### src/rtl/uart_rx.sv
// ============================================================================
// Module   : uart_rx
// Brief    : Oversampling UART receiver with 3-sample majority vote, optional
//            even/odd parity and stop-bit checking. Optional macro RX_SYNC_EN
//            adds a two-flop input synchronizer on RX_IN.
// Revision : 1.0 - initial release
// ============================================================================
`default_nettype none

module uart_rx #(
    parameter int DATA_WIDTH = 8,
    parameter int PRESCALE_W = 6
) (
    input  logic                  CLK,
    input  logic                  RST,
    input  logic                  RX_IN,
    input  logic [PRESCALE_W-1:0] Prescale,
    input  logic                  PAR_EN,
    input  logic                  PAR_TYP,
    output logic [DATA_WIDTH-1:0] P_DATA,
    output logic                  Data_Valid,
    output logic                  Parity_Error,
    output logic                  Framing_Error
);

    localparam int c_BIT_W = (DATA_WIDTH > 1) ? $clog2(DATA_WIDTH) : 1;
    localparam logic [c_BIT_W-1:0]    c_BIT_LAST = c_BIT_W'(DATA_WIDTH - 1);
    localparam logic [c_BIT_W-1:0]    c_BIT_ONE  = c_BIT_W'(1);
    localparam logic [PRESCALE_W-1:0] c_EDGE_ONE = PRESCALE_W'(1);

    typedef enum logic [2:0] {
        S_IDLE,
        S_START,
        S_DATA,
        S_PARITY,
        S_STOP
    } state_t;

    logic w_rx;

`ifdef RX_SYNC_EN
    logic [1:0] r_sync;

    always_ff @(posedge CLK or negedge RST) begin
        if (!RST) begin
            r_sync <= 2'b11;
        end else begin
            r_sync <= {r_sync[0], RX_IN};
        end
    end

    assign w_rx = r_sync[1];
`else
    assign w_rx = RX_IN;
`endif

    state_t                  r_state,     w_state_nxt;
    logic [PRESCALE_W-1:0]   r_edge,      w_edge_nxt;
    logic [c_BIT_W-1:0]      r_bit,       w_bit_nxt;
    logic [1:0]              r_samp,      w_samp_nxt;
    logic [DATA_WIDTH-1:0]   r_shift,     w_shift_nxt;
    logic                    r_par_fail,  w_par_fail_nxt;
    logic [PRESCALE_W-1:0]   r_pre,       w_pre_nxt;
    logic                    r_par_en,    w_par_en_nxt;
    logic                    r_par_typ,   w_par_typ_nxt;
    logic [DATA_WIDTH-1:0]   w_pdata_nxt;
    logic                    w_dv_nxt, w_pe_nxt, w_fe_nxt;

    logic [PRESCALE_W-1:0]   w_half, w_s_lo, w_s_hi, w_last;
    logic                    w_at_lo, w_at_mid, w_at_hi, w_at_last;
    logic                    w_vote;

    // Sample points are centred on the bit using the latched prescale.
    assign w_half    = {1'b0, r_pre[PRESCALE_W-1:1]};
    assign w_s_lo    = w_half - c_EDGE_ONE;
    assign w_s_hi    = w_half + c_EDGE_ONE;
    assign w_last    = r_pre - c_EDGE_ONE;
    assign w_at_lo   = (r_edge == w_s_lo);
    assign w_at_mid  = (r_edge == w_half);
    assign w_at_hi   = (r_edge == w_s_hi);
    assign w_at_last = (r_edge == w_last);

    // Third sample is taken live so the vote is usable on edge Prescale/2+1.
    assign w_vote = (r_samp[0] & r_samp[1]) | (r_samp[0] & w_rx) | (r_samp[1] & w_rx);

    always_ff @(posedge CLK or negedge RST) begin
        if (!RST) begin
            r_state       <= S_IDLE;
            r_edge        <= '0;
            r_bit         <= '0;
            r_samp        <= '0;
            r_shift       <= '0;
            r_par_fail    <= 1'b0;
            r_pre         <= '0;
            r_par_en      <= 1'b0;
            r_par_typ     <= 1'b0;
            P_DATA        <= '0;
            Data_Valid    <= 1'b0;
            Parity_Error  <= 1'b0;
            Framing_Error <= 1'b0;
        end else begin
            r_state       <= w_state_nxt;
            r_edge        <= w_edge_nxt;
            r_bit         <= w_bit_nxt;
            r_samp        <= w_samp_nxt;
            r_shift       <= w_shift_nxt;
            r_par_fail    <= w_par_fail_nxt;
            r_pre         <= w_pre_nxt;
            r_par_en      <= w_par_en_nxt;
            r_par_typ     <= w_par_typ_nxt;
            P_DATA        <= w_pdata_nxt;
            Data_Valid    <= w_dv_nxt;
            Parity_Error  <= w_pe_nxt;
            Framing_Error <= w_fe_nxt;
        end
    end

    always_comb begin
        w_state_nxt    = r_state;
        w_edge_nxt     = r_edge;
        w_bit_nxt      = r_bit;
        w_samp_nxt     = r_samp;
        w_shift_nxt    = r_shift;
        w_par_fail_nxt = r_par_fail;
        w_pre_nxt      = r_pre;
        w_par_en_nxt   = r_par_en;
        w_par_typ_nxt  = r_par_typ;
        w_pdata_nxt    = P_DATA;
        w_dv_nxt       = 1'b0;
        w_pe_nxt       = 1'b0;
        w_fe_nxt       = 1'b0;

        if (r_state != S_IDLE) begin
            w_edge_nxt = w_at_last ? '0 : r_edge + c_EDGE_ONE;
            if (w_at_lo) begin
                w_samp_nxt[0] = w_rx;
            end
            if (w_at_mid) begin
                w_samp_nxt[1] = w_rx;
            end
        end

        case (r_state)
            S_IDLE: begin
                if (!w_rx) begin
                    w_state_nxt    = S_START;
                    w_edge_nxt     = c_EDGE_ONE;
                    w_bit_nxt      = '0;
                    w_par_fail_nxt = 1'b0;
                    w_pre_nxt      = Prescale;
                    w_par_en_nxt   = PAR_EN;
                    w_par_typ_nxt  = PAR_TYP;
                end
            end
            S_START: begin
                if (w_at_hi && w_vote) begin
                    w_state_nxt = S_IDLE;
                    w_edge_nxt  = '0;
                end else if (w_at_last) begin
                    w_state_nxt = S_DATA;
                end
            end
            S_DATA: begin
                if (w_at_hi) begin
                    w_shift_nxt = {w_vote, r_shift[DATA_WIDTH-1:1]};
                end
                if (w_at_last) begin
                    if (r_bit == c_BIT_LAST) begin
                        w_bit_nxt   = '0;
                        w_state_nxt = r_par_en ? S_PARITY : S_STOP;
                    end else begin
                        w_bit_nxt = r_bit + c_BIT_ONE;
                    end
                end
            end
            S_PARITY: begin
                if (w_at_hi && (w_vote != ((^r_shift) ^ r_par_typ))) begin
                    w_par_fail_nxt = 1'b1;
                end
                if (w_at_last) begin
                    w_state_nxt = S_STOP;
                end
            end
            S_STOP: begin
                // Leave mid stop bit so a drifting sender's next start is caught.
                if (w_at_hi) begin
                    w_state_nxt = S_IDLE;
                    w_edge_nxt  = '0;
                    if (!w_vote) begin
                        w_fe_nxt = 1'b1;
                    end else if (r_par_fail) begin
                        w_pe_nxt = 1'b1;
                    end else begin
                        w_dv_nxt    = 1'b1;
                        w_pdata_nxt = r_shift;
                    end
                end
            end
            default: begin
                w_state_nxt = S_IDLE;
                w_edge_nxt  = '0;
            end
        endcase
    end

endmodule

`default_nettype wire

### config.mk
export PLATFORM = sky130hd
export DESIGN_NAME = uart_rx
export DESIGN_NICKNAME = d
export VERILOG_FILES = /design/src/rtl/uart_rx.sv
export SDC_FILE = /design/constraint.sdc
export NUM_CORES = 1
export LEC_CHECK = 0
export ABC_AREA = 1
export CORE_UTILIZATION = 57
export DETAILED_ROUTE_END_ITERATION = 16
export DONT_BUFFER_PORTS = 1
export GPL_TIMING_DRIVEN = 0
export PLACE_DENSITY = 0.76
export SETUP_SLACK_MARGIN = 0.4
export SYNTH_ARGS = -nofsm -noshare
export SYNTH_HDL_FRONTEND = slang
export SYNTH_SLANG_ARGS = --single-unit
### constraint.sdc
create_clock -name CLK -period 2 [get_ports CLK]
set_clock_uncertainty 0.05 [all_clocks]
set_input_delay 0.5 -clock CLK [delete_from_list [all_inputs] [get_ports CLK]]
set_output_delay 0.5 -clock CLK [all_outputs]
set_load 0.03 [all_outputs]
# Word level (Yosys, flattened, before mapping)
# Index checks and enable logic that the tools add are counted.
# word_totals
output_inout_bits	11
in_bits	11
wordCells	93
regBits	42
# classes
mux	33
n_reduce_logical	16
n_bitwise	8
n_eq_ne	17
n_addsub	5
# op_table
operator	count
$mux 3	11
$mux 6	5
$pmux 6 s4	1
$eq 6x6->1	3
$pmux 3 s5	1
$mux 1	13
$ne 2x2->1 const B	6
$reduce_and 2->1	4
$reduce_xor 8->1	1
$add 5x1->6 const B	1
$add 6x1->6 const B	1
$eq 3x2->1 const B	2
$eq 3x3->1 const B	2
$eq 6x5->1	1
$pmux 3 s2	1
$reduce_and 3->1	2
$reduce_and 6->1	1
$sub 5x1->6 const B	1
$sub 6x1->6 const B	1
$reduce_and 4->1	1
$reduce_bool 2->1	2
$add 3x1->3 const B	1
$and 1x1->1	3
$eq 3x1->1 const B	1
other kinds (10)	13

# Depth between registers and ports, before layout
# logic_depth
depth_word	7
depth_mapped	15
ltp_nobuf	15

# Least setup slack after synthesis
# OpenSTA, ideal clock, no wires.
# synth_timing
path_kind	register to register
from	reg r_pre[2]
to	reg P_DATA[6]
n_path_buf	1
path_stages_with_launch	15
arrival_ns	1.792
slack_ns	0.040
period_less_slack_ns	1.960
required_ns	1.832
setup_time_ns	0.118
path_cell_list	dfrtp_1 -> inv_1 -> ha_1 -> inv_1 -> nand2_1 -> nand2_1 -> nor2_1 -> nand2_1 -> nor2_2 -> nand2_2 -> inv_4 -> nand4_4 -> buf_6 -> nand2_2 -> o21ai_2
# synth_via
elab_chain_cells	3
# synth_lines
element	line	source
start: declaration	63	logic [PRESCALE_W-1:0] r_pre, w_pre_nxt;
start signal: assignment	108	r_pre <= w_pre_nxt;
$add 5x1->6	76	assign w_s_hi = w_half + c_EDGE_ONE;
$eq 6x6->1	80	assign w_at_hi = (r_edge == w_s_hi);
$reduce_and 4->1 (no source line)	--	
end signal: assignment	111	P_DATA <= w_pdata_nxt;
end: declaration	20	output logic [DATA_WIDTH-1:0] P_DATA,
# Every way passes these cells.
# A chain may end at the register's enable or synchronous reset.

# Worst setup path in the final report
# layout_timing
from	reg r_pre[2]
to	reg r_edge[4]
# layout_via
elab_chain_cells	6
elab_cells_between_ends	11
cone_classes	add/sub: 2; eq/ne: 2; mux: 6; reduce/logical: 1
# layout_lines
element	line	source
$sub 6x1->6	77	assign w_last = r_pre - c_EDGE_ONE;
$eq 6x6->1	81	assign w_at_last = (r_edge == w_last);
$mux 6	134	w_edge_nxt = w_at_last ? '0 : r_edge + c_EDGE_ONE;
$mux 6	133	if (r_state != S_IDLE) begin
$mux 6 (on tied branches)	186, 145, 156	
$pmux 6 s4 (*)	143	case (r_state)
via w_edge_nxt[4]	58	logic [PRESCALE_W-1:0] r_edge, w_edge_nxt;
end signal: assignment	103	r_edge <= w_edge_nxt;
end: declaration	58	
# The timed path passes the listed nets; every way through them passes the cells marked *.

==> summary.md <==
The run finished, with violations left. The final reports fail on setup timing. The max-cap violation count came out at 0. Initial antenna violation count: 0. In the routed layout, each cell is associated on average with a via count of 5.428. Yosys attributes the largest share of cell area to sky130_fd_sc_hd__dfrtp_1, sky130_fd_sc_hd__nand2_1, sky130_fd_sc_hd__inv_1. The post-route total power was 4.301 mW; the final standard cell count with taps included and fillers excluded was 421.

The worst setup path is captured at a register. The maximum fanout encountered on the critical timing path was 5; the flip-flop and latch count after synthesis was 42. After synthesis, the largest family of logic cells by area is simple AND/OR/NAND/NOR gates.

Before antenna repair, the detailed router went through 4 iterations. The maximum buffer depth of the clock tree was 2; the largest voltage drop on the vdd net was 0.8933 mV. The maximum number of pins on one net before global-route repair came out at 43.

Final instance area: 3164 µm². The multiplexer area fraction after synthesis was 0.008841. The leakage component of the power is 1.549 nW. After the first detailed-routing iteration, the DRC count stood at 126. The floorplan step set the die width to 68.85 µm. Summing all placed instances gives a cell area of 2631 µm².

Data arrives at the worst endpoint at 2.23 ns. After legalization and detailed placement, the total HPWL measured 3835 µm. The fmax came out at 0.4805 GHz.

Ranked by instance count, the synthesized netlist is headed by sky130_fd_sc_hd__nand2_1, sky130_fd_sc_hd__inv_1, sky130_fd_sc_hd__dfrtp_1, sky130_fd_sc_hd__nor2_1, sky130_fd_sc_hd__nand3_1. The met2 capacity usage during global routing was 0.4684; the antenna diode count was 0. The logs give 0.7263 for the worst slew margin relative to its limit and 388 for the final net count. Dividing the synthesized area by the synthesized cell count gives 7.471 µm².

The min-delay analysis places its worst path in the category in -> reg. Die area: 4740 µm². TritonCTS built the clock tree. The aggregate global routing overflow is 0. The die is 68.85 µm tall. CTS placed an instance of sky130_fd_sc_hd__clkbuf_8 at the clock tree root.

The CTS clock-pin slew for the worst setup and hold paths works out to 0.08 ns. The basic-gate share of the synthesized area counting and, or, nand and nor cells was 0.3188; the worst path setup slack after routing was -0.08122 ns. The minimum clock period was 2.081 ns; the routed length per instance was 14.10 µm.

The area share of xor/xnor cells in the synthesized design was 0.04470; the final core utilization was 0.7636. The biggest area contributor in the post-synthesis netlist is sky130_fd_sc_hd__dfrtp_1. Relative area change from synthesis to final layout: 24.21%. The synthesized-area fraction occupied by adder cells works out to 0.03831. The total power per unit cell area came out at 1359 nW/µm².

The number of levels in the clock H-tree is 2, and the number of max-slew violations in the final report is 0. The ratio of final minimum period to clock period was 1.041; the actual transition at the worst max-transition pin was 0.4083 ns. The number of nets handed over by synthesis was 359. At the later pin of the worst-skew pair, clock insertion delay measures 0.31 ns.

The library cell with the highest instance count after synthesis was sky130_fd_sc_hd__nand2_1. Synthesis handed over a netlist of 341 instances. The logs give 0 for the number of hold violations in the final report and 4144 µm² for the core area. The synthesis warning total came out at 0. The first global-routing pass estimated 9225 µm of wire. Dominant synthesized flop cell: sky130_fd_sc_hd__dfrtp_1.

In this run the count of I/O pins placed on the die edge is 22. The final layout contains routed wiring with a total length of 5936 µm. The tools report the met1 capacity usage during global routing as 0.3289. The tree built by TritonCTS fans out to 42 sinks. In this run, CTS created clock tree buffers numbering 5. After detailed routing, the number of remaining DRC violations is 0. Detailed routing inserted a total of 2285 vias. Setup violations remaining at the end of the flow were counted as 20. The met3 layer usage reported by global route is 0.05592, and the share of post-route cells with drive strength above 1 is 0.3019. The share of Yosys cell area claimed by the top area cell type works out to 0.4126. Startpoint-to-endpoint class of the critical path: reg -> reg. The global routing stage identified its most utilized layer as met2. The number of placed instances, taps included, is 391. The run gives 2547 µm² as the total standard cell area after synthesis.

The detail route stage leaves a number of antenna-violating nets equal to 0. STA classifies the critical path startpoint as a register. Number of enable flip-flop cells after synthesis: 0. The logs give 2121 for the via count of the first global-routing pass and 0.6147 for the initial cell density of the core.

At the worst endpoint, the required time is 2.14 ns. The number of port buffers is 0, and the share of flip-flops with an asynchronous set or reset is 1.000. The total track usage is 0.2692, and the placement row count is 23. After synthesis, the netlist uses 29 different library cells. The share of the synthesized area in compound gates (AO/OA/AOI/OAI) was 0.08841; the register area share after synthesis was 0.4126. At the end of routability-driven placement, the weighted congestion stood at 0.8721. Setup repair after global routing could not meet its margin everywhere.
==> logic make-up (layout without fill, tap and decap cells) <==
| kind of cell | after synthesis | in the layout |
|---|---|---|
| fa+ha+maj | 8 | 8 |
| compound gates | 37 | 37 |
| simple gates | 186 | 186 |
| flops | 42 | 42 |
| xor+xnor | 13 | 13 |
| mux | 2 | 2 |
| buf+inv | 53 | 83 |
==> per-layer routing <==
metal	vias up	wire, µm
met5	-	0
met4	0	87
met3	11	339
met2	74	2922
met1	1075	2586
li1	1125	-
==> what timing repair did <==
item                                    CTS  global route
pin swaps                                 7             8
hold endpoints to repair                 42             0
cloned                                    2             0
endpoints found under the setup margin   41            40
hold buffers                              2             0
gates resized for setup                  49            22
setup buffers                            14             4
==> metrics by stage <==
stage | TNS [ns] | hold slack, ns | setup slack (ns)
floorplan | 0 | 0.1544 | 0.1678
global placement | -0.9056 | 0.1555 | -0.1255
detailed placement | -1.278 | 0.1553 | -0.1471
CTS | -0.02999 | 0.2884 | -0.01182
global route | -4.564 | 0.2816 | -0.2467
finish | -0.9685 | 0.2935 | -0.08122
==> flip-flops by register name, summed over array words and instances (netlist names) <==
name / cells
r_par_fail: 1
r_shift: 8
r_par_typ: 1
r_samp: 2
r_state: 3
P_DATA: 8
Parity_Error: 1
Framing_Error: 1
r_bit: 3
r_pre: 6
Data_Valid: 1
r_par_en: 1
r_edge: 6
==> critical path: stages (launching register included) <==
cell and delay (ns):
sky130_fd_sc_hd__dfrtp_2 0.45, sky130_fd_sc_hd__inv_4 0.09, sky130_fd_sc_hd__ha_4 0.20, sky130_fd_sc_hd__nand2_1 0.08
sky130_fd_sc_hd__nand2_2 0.07, sky130_fd_sc_hd__nor2_2 0.10, sky130_fd_sc_hd__nand2_1 0.07, sky130_fd_sc_hd__nor2_2 0.16
sky130_fd_sc_hd__nand3_2 0.17, sky130_fd_sc_hd__nand2_2 0.15, sky130_fd_sc_hd__nand2_2 0.09, sky130_fd_sc_hd__o21ai_4 0.21
sky130_fd_sc_hd__nor2_1 0.07
==> report_power, final <==
part	leakage (nW)	internal, mW	switching [mW]
logic	0.950	0.906	1.40
registers	0.540	1.04	0.254
clock network	0.0585	0.374	0.322
total	1.55	2.32	1.98
==> cell usage in the layout (no fill, tap or decap), drive strengths merged <==
cell | Yosys | final
nand2 | 114 | 114
inv | 47 | 48
dfrtp | 42 | 42
nor2 | 32 | 32
buf | 4 | 25
nand3 | 23 | 23
o21ai | 23 | 23
a21oi | 13 | 13
xor2 | 11 | 11
nor3 | 10 | 10
clkbuf | 2 | 7
ha | 7 | 7
nand4 | 6 | 6
xnor2 | 2 | 2
mux2 | 2 | 2
or2 | 1 | 1
maj3 | 1 | 1
a21o | 1 | 1
bufinv | 0 | 1
clkinv | 0 | 1
dlygate4sd3 | 0 | 1
==> worst paths after layout <==
path,end,startpoint,depth (start not counted),slack [ns]
max,r_edge[4],r_pre[2],12,-0.08
min,r_par_typ,PAR_TYP,1,0.29
max reg2reg,r_edge[4],r_pre[2],12,-0.08
min reg2reg,r_bit[2],r_bit[2],2,0.45
max in group asynchronous,r_pre[2],RST,2,1.05
min in group asynchronous,r_pre[4],RST,2,0.62
==> area by class of cell <==
cell class | count | area [µm²]
multi-input cells | 246 | 1475
clock buffers | 5 | 68.82
inverters | 47 | 188.9
repair buffers | 22 | 220.2
well taps | 50 | 62.56
flip-flops and latches | 42 | 1054
plain buffers | 6 | 51.30
clock inverters | 3 | 43.79
fillers | 304 | 979.7
(Power assumes the default switching activity.)
